**src/rtl/rhandler_pkg.sv**
```systemverilog
// Shared types, response codes and a width helper for the multi-outstanding
// AXI4-Lite read slave driver.
package rhandler_pkg;

  typedef enum logic [0:0] {
    AR_IDLE  = 1'b0,
    AR_ISSUE = 1'b1
  } ar_state_t;

  localparam logic [1:0] RESP_OKAY   = 2'b00;
  localparam logic [1:0] RESP_SLVERR = 2'b10;

  // Bits needed to index n entries; never returns less than 1.
  function automatic int clog2_safe(input int n);
    int r;
    r = 1;
    while ((1 << r) < n) r = r + 1;
    return r;
  endfunction

endpackage

```
**src/rtl/rhandler_req_fifo.sv**
```systemverilog
// Request queue: synchronous FIFO with wrap-bit pointers, full/empty flags
// and a combinational read port showing the head entry.
module rhandler_req_fifo
  import rhandler_pkg::*;
#(
  parameter int W     = 32,
  parameter int DEPTH = 4
) (
  input  logic         clk,
  input  logic         rst_n,
  input  logic         wr_en,
  input  logic [W-1:0] wr_data,
  input  logic         rd_en,
  output logic [W-1:0] rd_data,
  output logic         full,
  output logic         empty
);

  localparam int AW = clog2_safe(DEPTH);

  logic [W-1:0] mem [DEPTH];
  logic [AW:0]  wr_ptr;
  logic [AW:0]  rd_ptr;
  logic         do_wr;
  logic         do_rd;

  assign do_wr   = wr_en && !full;
  assign do_rd   = rd_en && !empty;
  assign empty   = (wr_ptr == rd_ptr);
  assign full    = (wr_ptr[AW] != rd_ptr[AW]) && (wr_ptr[AW-1:0] == rd_ptr[AW-1:0]);
  assign rd_data = mem[rd_ptr[AW-1:0]];

  // Pointer update; reset discards every queued entry.
  always_ff @(posedge clk or negedge rst_n) begin
    if (!rst_n) begin
      wr_ptr <= '0;
      rd_ptr <= '0;
    end else begin
      if (do_wr) wr_ptr <= wr_ptr + 1'b1;
      if (do_rd) rd_ptr <= rd_ptr + 1'b1;
    end
  end

  // Storage write; contents are only meaningful behind the pointers.
  always_ff @(posedge clk) begin
    if (do_wr) mem[wr_ptr[AW-1:0]] <= wr_data;
  end

endmodule

```
**src/rtl/rhandler_slave_driver_mo.sv**
```systemverilog
// Multi-outstanding AXI4-Lite read driver: queues read requests, issues up
// to MAX_OUTST ARs ahead of their R beats, returns each beat as a done pulse
// and retires reads the slave never answers after TIMEOUT_CYC idle cycles.
module rhandler_slave_driver_mo
  import rhandler_pkg::*;
#(
  parameter int ADDR_W      = 32,
  parameter int DATA_W      = 32,
  parameter int REQ_DEPTH   = 4,
  parameter int MAX_OUTST   = 2,
  parameter int TIMEOUT_CYC = 1024
) (
  input  logic              clk,
  input  logic              rst_n,
  input  logic              start,
  input  logic [ADDR_W-1:0] start_addr,
  output logic              start_ready,
  output logic              done,
  output logic [DATA_W-1:0] done_data,
  output logic [1:0]        done_resp,
  output logic              done_timeout,
  output logic              err_stray,
  output logic              busy,
  output logic              s_arvalid,
  output logic [ADDR_W-1:0] s_araddr,
  input  logic              s_arready,
  input  logic              s_rvalid,
  input  logic [DATA_W-1:0] s_rdata,
  input  logic [1:0]        s_rresp,
  output logic              s_rready
);

  localparam int OW = clog2_safe(MAX_OUTST + 1);
  localparam int TW = clog2_safe((TIMEOUT_CYC > 1) ? TIMEOUT_CYC : 2);
  localparam logic [OW-1:0] OUTST_MAX = OW'(MAX_OUTST);
  localparam logic [TW-1:0] TO_LAST   = TW'((TIMEOUT_CYC > 0) ? (TIMEOUT_CYC - 1) : 0);
  localparam bit            TO_EN     = (TIMEOUT_CYC > 0);

  ar_state_t         state;
  ar_state_t         state_nxt;
  logic              issue_go;
  logic              ar_hs;
  logic [ADDR_W-1:0] fifo_head;
  logic              fifo_full;
  logic              fifo_empty;
  logic [OW-1:0]     outst;
  logic [TW-1:0]     to_cnt;
  logic              r_hs;
  logic              r_ok;
  logic              r_stray;
  logic              to_expire;
  logic              retire;

  rhandler_req_fifo #(
    .W     (ADDR_W),
    .DEPTH (REQ_DEPTH)
  ) u_req_fifo (
    .clk     (clk),
    .rst_n   (rst_n),
    .wr_en   (start),
    .wr_data (start_addr),
    .rd_en   (issue_go),
    .rd_data (fifo_head),
    .full    (fifo_full),
    .empty   (fifo_empty)
  );

  assign start_ready = !fifo_full;
  assign busy        = !fifo_empty || (state == AR_ISSUE) || (outst != '0);

  // An R beat with nothing outstanding is a late or stray beat and is dropped.
  assign r_hs      = s_rvalid && s_rready;
  assign r_ok      = r_hs && (outst != '0);
  assign r_stray   = r_hs && (outst == '0);
  // A real R beat always wins over a same-cycle expiry.
  assign to_expire = TO_EN && (outst != '0) && !r_hs && (to_cnt == TO_LAST);
  assign retire    = r_ok || to_expire;

  // AR state register.
  always_ff @(posedge clk or negedge rst_n) begin
    if (!rst_n) state <= AR_IDLE;
    else        state <= state_nxt;
  end

  // AR next state: issue when work is queued and the outstanding budget allows.
  always_comb begin
    state_nxt = state;
    case (state)
      AR_IDLE:  if (!fifo_empty && (outst < OUTST_MAX)) state_nxt = AR_ISSUE;
      AR_ISSUE: if (s_arready) state_nxt = AR_IDLE;
      default:  state_nxt = AR_IDLE;
    endcase
  end

  // AR control decode: pop on entering ISSUE, handshake while in ISSUE.
  always_comb begin
    issue_go = (state == AR_IDLE) && !fifo_empty && (outst < OUTST_MAX);
    ar_hs    = (state == AR_ISSUE) && s_arready;
  end

  // Registered AR channel; address is captured from the queue head on pop
  // and held until the slave accepts it.
  always_ff @(posedge clk or negedge rst_n) begin
    if (!rst_n) begin
      s_arvalid <= 1'b0;
      s_araddr  <= '0;
    end else if (issue_go) begin
      s_arvalid <= 1'b1;
      s_araddr  <= fifo_head;
    end else if (ar_hs) begin
      s_arvalid <= 1'b0;
    end
  end

  // R ready is always asserted once out of reset.
  always_ff @(posedge clk or negedge rst_n) begin
    if (!rst_n) s_rready <= 1'b0;
    else        s_rready <= 1'b1;
  end

  // Outstanding count: AR handshake adds, completion or expiry removes.
  always_ff @(posedge clk or negedge rst_n) begin
    if (!rst_n) begin
      outst <= '0;
    end else begin
      case ({ar_hs, retire})
        2'b10:   outst <= outst + OW'(1);
        2'b01:   outst <= outst - OW'(1);
        default: outst <= outst;
      endcase
    end
  end

  // Timeout counter: counts silent cycles while reads are in flight.
  always_ff @(posedge clk or negedge rst_n) begin
    if (!rst_n) begin
      to_cnt <= '0;
    end else if (!TO_EN || (outst == '0) || r_hs || to_expire) begin
      to_cnt <= '0;
    end else begin
      to_cnt <= to_cnt + TW'(1);
    end
  end

  // Completion outputs: one-cycle done pulse, payload held between pulses.
  always_ff @(posedge clk or negedge rst_n) begin
    if (!rst_n) begin
      done         <= 1'b0;
      done_data    <= '0;
      done_resp    <= RESP_OKAY;
      done_timeout <= 1'b0;
    end else begin
      done <= retire;
      if (r_ok) begin
        done_data    <= s_rdata;
        done_resp    <= s_rresp;
        done_timeout <= 1'b0;
      end else if (to_expire) begin
        done_data    <= '0;
        done_resp    <= RESP_SLVERR;
        done_timeout <= 1'b1;
      end
    end
  end

  // Sticky stray-beat flag, cleared only by reset.
  always_ff @(posedge clk or negedge rst_n) begin
    if (!rst_n)       err_stray <= 1'b0;
    else if (r_stray) err_stray <= 1'b1;
  end

endmodule
```
**config.mk**
```make
export PLATFORM = sky130hd
export DESIGN_NAME = rhandler_slave_driver_mo
export DESIGN_NICKNAME = d
export VERILOG_FILES = /design/src/rtl/rhandler_pkg.sv /design/src/rtl/rhandler_req_fifo.sv /design/src/rtl/rhandler_slave_driver_mo.sv
export SDC_FILE = /design/constraint.sdc
export NUM_CORES = 1
export LEC_CHECK = 0
export CAP_MARGIN = 30
export CORE_MARGIN = 2
export CORE_UTILIZATION = 53
export DETAILED_ROUTE_END_ITERATION = 8
export PLACE_DENSITY = 0.78
export SLEW_MARGIN = 20
export SYNTH_ARGS = -nofsm -noshare
export SYNTH_HDL_FRONTEND = slang
export SYNTH_HIERARCHICAL = 1
export SYNTH_SLANG_ARGS = --single-unit
```
**constraint.sdc**
```tcl
create_clock -name clk -period 3.1 [get_ports clk]
set_input_delay 0.62 -clock clk [delete_from_list [all_inputs] [get_ports clk]]
set_output_delay 0.62 -clock clk [all_outputs]
set_load 0.03 [all_outputs]
```
# Word level (Yosys, flattened, before mapping)
# Memory sizes are Yosys's and may differ from the RTL's. A register that Yosys moved wholly into a read port is not among the register bits.
# Index checks and enable logic that the tools add are counted.
dict set report classes {
  bitwise 1
  magnitude_cmp 1
  reduce_logical 26
  muxes 15
  eq_ne 6
  addsub 5
}
# operator count
set ops {}
lappend ops {{2-to-1 mux 32 bit} 2}
lappend ops {{logical AND 1 bit} 12}
lappend ops {{adder 10 x 1 -> 10 bit, second input constant} 1}
lappend ops {{equality test 10 bit, second input constant} 1}
lappend ops {{2-to-1 mux 10 bit} 1}
lappend ops {{2-to-1 mux 1 bit} 8}
lappend ops {{nonzero test 2 bit} 4}
lappend ops {{adder 3 x 1 -> 3 bit, second input constant} 2}
lappend ops {{logical OR 1 bit} 5}
lappend ops {{logical NOT 1 bit} 4}
lappend ops {{2-to-1 mux 2 bit} 2}
lappend ops {{one-hot mux 2 bit (2 select lines)} 1}
lappend ops {{equality test 3 bit} 1}
lappend ops {{adder 2 x 1 -> 2 bit, second input constant} 1}
lappend ops {{equality test 2 x 1 -> 1 bit, second input constant} 1}
lappend ops {{equality test 2 bit} 1}
lappend ops {{equality test 2 bit, second input constant} 1}
lappend ops {{logical NOT 2 bit} 1}
lappend ops {{less-than comparator 2 bit, second input constant} 1}
lappend ops {{one-hot mux 1 bit (2 select lines)} 1}
lappend ops {{subtractor 2 x 1 -> 2 bit, second input constant} 1}
lappend ops {{inequality test 1 bit} 1}
lappend ops {{inverter 1 bit} 1}
dict set report totals {
  elab_cells 67
  mem_bits_rw 128
  mem_count 1
  register_bits 58
}
# name depth word_bits rd rd_clocked_by_memory_dff write_ports line
set memory_table {}
lappend memory_table {u_req_fifo.mem 4 32 1 1 1 rhandler_req_fifo.sv:21} ;# logic [W-1:0] mem [DEPTH];

# Longest topological paths before layout
dict set report depth {
  ltp_word 7
  mapped_depth 9
  mapped_depth_nobuf 8
}

# By module
# Netlist, hierarchy kept.
# module seq_area_each_um2 instances cells_each area_per_inst_um2
set by_module_without_submodules {}
lappend by_module_without_submodules {rhandler_req_fifo 3993.8 1 219 5138.7}
lappend by_module_without_submodules {rhandler_slave_driver_mo 2102.0 1 262 3422.0}

# Worst setup path after synthesis
# OpenSTA, ideal clock, no wires.
dict set report synth_timing {
  kind {flip-flop to flip-flop}
  from {reg u_req_fifo.rd_ptr[1]}
  to {mem u_req_fifo.mem[0][0] (enable)}
  t_arrival_ps 1775
  stages_incl_launch_ff 5
  required_time_ps 2708
  period_less_slack_ps 2167
  path_buffers 1
  path_slack_ps 933
  cell_sequence {dfrtp_1 buf_4 xnor2_2 a31oi_4 and2_1}
}
dict set report synth_via {
  elab_chain_len 6
}
# item line
set synth_lines {}
lappend synth_lines {{start, declared} rhandler_req_fifo.sv:23} ;# logic [AW:0] rd_ptr;
lappend synth_lines {{start signal, assigned} rhandler_req_fifo.sv:40} ;# if (do_rd) rd_ptr <= rd_ptr + 1'b1;
lappend synth_lines {{equality test 2 bit} rhandler_req_fifo.sv:30} ;# assign full = (wr_ptr[AW] != rd_ptr[AW]) && (wr_ptr[AW-1:0] == rd_ptr[AW-1:0]);
lappend synth_lines {{logical AND 1 bit} rhandler_req_fifo.sv:30}
lappend synth_lines {{logical NOT 1 bit} rhandler_req_fifo.sv:27} ;# assign do_wr = wr_en && !full;
lappend synth_lines {{logical AND 1 bit} rhandler_req_fifo.sv:27}
lappend synth_lines {{2-to-1 mux 1 bit} rhandler_req_fifo.sv:46} ;# if (do_wr) mem[wr_ptr[AW-1:0]] <= wr_data;
lappend synth_lines {{2-to-1 mux 1 bit (not written as such)} rhandler_req_fifo.sv:46}
lappend synth_lines {{end, declared} rhandler_req_fifo.sv:21}
# Every way passes these cells.

# Worst setup path in the final report
dict set report layout_timing {
  from {reg u_req_fifo.rd_ptr[2]}
  to {out busy}
}
dict set report layout_via {
  elab_chain_len 4
}
# item line
set layout_lines {}
lappend layout_lines {{equality test 3 bit} rhandler_req_fifo.sv:29} ;# assign empty = (wr_ptr == rd_ptr);
lappend layout_lines {{net fifo_empty} rhandler_slave_driver_mo.sv:45} ;# logic fifo_empty;
lappend layout_lines {{logical NOT 1 bit} rhandler_slave_driver_mo.sv:69} ;# assign busy = !fifo_empty || (state == AR_ISSUE) || (outst != '0);
lappend layout_lines {{logical OR 1 bit (2 in a row)} rhandler_slave_driver_mo.sv:69}
lappend layout_lines {{end, declared} rhandler_slave_driver_mo.sv:23} ;# output logic busy,
# The timed path passes the listed nets, and every way through them passes these cells.

==> qor.txt <==
run status: complete, no violations
synth top area cells: edfxtp_1 45%, dfrtp_1 26%, mux4_2 8.4%, mux2_2 3.9%, o2bb2ai_1 3.2%
Worst EP required: 2.48 ns
Post-synth top flop: edfxtp_1
num rows: 46
first-pass GRT wire length: 26.1 mm
Routability Congestion: 0.801
Rel. slew slack: 0.493
Buffers on Ports: 143
Post-synth EDFFs: 128
Core ar.: 15800 um^2
DRC Markers: 0
power density over the cells: 1050 nW/um^2
DRT antenna net count: 0
cts bufs inserted: 22
VDD IR max: 629 uV
cts repair resizes: 0
worst setup margin: 0.185 ns
Synth Cell Area: 8560 um^2
Seq cells post-synth: 218
Yosys cell types: 51
Clock transition at path regs: 0.06 ns
final WL: 16.8 mm
clk_skew: 0.0231 ns
Hold-fix buffers, CTS: 0
YS warnings: 6
Final Max Slew Viols: 0
setup TNS: 0 ns
area leader, netlist: edfxtp_1
total gr overflow: 0
register area share after synthesis: 0.712
Root Buffer: clkbuf_16
Die Y: 131 um
Arr. time, crit path: 2.30 ns
P_leak: 4.04 nW
post-CTS setup buffer count: 0
max_cap viols: 0
Worst setup startpoint: u_req_fifo/rd_ptr[2]$_DFFE_PN0P_
Critical Path Sink Type: output pin
die area: 17200 um^2
H-tree depth: 1
Final setup viols: 0
CP Class: reg -> out
crit-path max FO: 4
routed vias/inst: 5.49
initial antenna violation count: 1
CTS tree: built
Reg2Reg Depth: 7
pre-CTS setup slack: 0.582 ns
Min Clock Period, post-route: 2.92 ns
dpl hpwl: 10.7 mm
share of post-route cells with drive strength above 1: 0.209
Sink Count: 218
RSZ-0062 raised after global routing: false
syn avg cell area: 17.8 um^2
Hold Vio Cnt, Final: 0
Layout area overhead: 27.9%
Pwr Total: 11.5 mW
worst hold-check path type: in -> async
share of synthesized registers carrying an async set or reset: 0.413
Startpoint Class: flip-flop
die width: 131 um
Tot GR Track Use: 0.198
Worst-Margin Slew: 0.760 ns
Post-Syn Instances: 481
vias in the first global route: 4994
share of the synthesized area in the top cell type: 0.449
drt initial violations: 196
ant diodes: 0
vias: 4790
WL/cell: 19.3 um
Max Clk Rate: 343 MHz
Syn Nets: 559
maximum clock path buffer count: 3
IO Pins: 144
final period utilization: 0.940
Final Net Count: 718
Initial Util: 0.541
largest net degree at the start of global routing: 60
r2r startpoint: u_req_fifo/wr_ptr[1]$_DFFE_PN0P_
DRT Pass-1 Iters: 5
Worst-Skew Late Latency: 0.51 ns
-- through the flow --
stage	std cells	instance area, um^2	hold slack, ns	utilization
floorplan	481	8560	0.324	-
global placement	832	10200	0.463	0.647
detailed placement	832	10200	0.470	0.647
CTS	872	10900	0.215	0.692
global route	872	10900	0.266	0.692
finish	872	10900	0.205	0.692
-- power by group --
group | internal (mW) | switching, mW
clock network | 1.53 | 1.03
logic | 2.04 | 2.43
registers | 4.01 | 0.443
-- registers in the layout, indices dropped and copies added (netlist names), 2 cells and up --
signal	flops
u_req_fifo/mem	128
done_data	32
s_araddr	32
to_cnt	10
u_req_fifo/rd_ptr	3
u_req_fifo/wr_ptr	3
done_resp	2
outst	2
-- area by class of cell --
class | count | area [um^2]
flip-flops and latches | 218 | 6100
fillers | 1006 | 4880
multi-input cells | 231 | 2290
repair buffers | 159 | 1550
clock buffers | 30 | 601
well taps | 216 | 270
clock inverters | 10 | 113
inverters | 8 | 30.0
-- synth_stat cells, drive strengths merged (2+ instances only) --
cell type / number
nand2b: 3
and2: 4
clkbuf: 5
and3: 4
a21o: 6
mux2: 32
buf: 19
a21oi: 5
nor2: 10
xnor2: 8
xor2: 5
edfxtp: 128
o21ai: 6
dfrtp: 90
nor3: 2
mux4: 32
nand2: 40
or3: 2
o2bb2ai: 34
inv: 8
nand3: 9
a31oi: 5
a211oi: 2
ha: 7
-- critical path: stages, from the launching register on --
cell	delay (ns)
dfrtp_1	0.45
xnor2_1	0.33
and3_1	0.30
nand3b_1	0.11
clkdlybuf4s50_1	0.61
-- final timing paths --
check	to	slack, ns
min	to_cnt[4]$_DFF_PN0_	0.21
min in group clk	to_cnt[0]$_DFF_PN0_	0.48
min reg2reg	to_cnt[0]$_DFF_PN0_	0.48
max in group asynchronous	done_data[21]$_DFFE_PN0P_	2.16
max	busy	0.18
max reg2reg	u_req_fifo/rd_ptr[0]$_DFFE_PN0P_	1.06
-- layout by cell type (no fill, tap or decap), types with 4 or more instances in the layout --
master	instances
clkbuf_16	22
nand3_1	8
a21o_1	5
dfrtp_1	88
mux4_2	32
inv_1	8
a21oi_1	5
nand2_1	40
mux2_2	30
o2bb2ai_1	31
o21ai_0	6
xnor2_1	6
clkdlybuf4s50_1	142
clkbuf_1	6
buf_4	17
edfxtp_1	128
xor2_1	4
ha_1	7
clkinv_2	4
nor2_1	9
-- cells by family (layout without fill, tap and decap cells) --
kind of cell	after synthesis	after routing	share of synthesized area
and+or+nand+nor	81	81	0.0484
muxes	64	64	0.126
xor gates and xnor gates	13	13	0.0159
adders and majority gates	7	7	0.0102
AOI/OAI and AO/OA	65	65	0.0650
other	1	1	0.000438
buffers and inverters	32	207	0.0216
DFF	218	218	0.712
-- layer usage --
| metal | wire length [um] | global-route usage | part of all wire |
|---|---|---|---|
| met1 | 6900 | 0.257 | 0.41 |
| met3 | 1180 | 0.0479 | 0.070 |
| met5 | 13 | 0 | 0.00077 |
| met4 | 437 | 0.0620 | 0.026 |
| met2 | 8260 | 0.336 | 0.49 |
(Power assumes the default switching activity.)
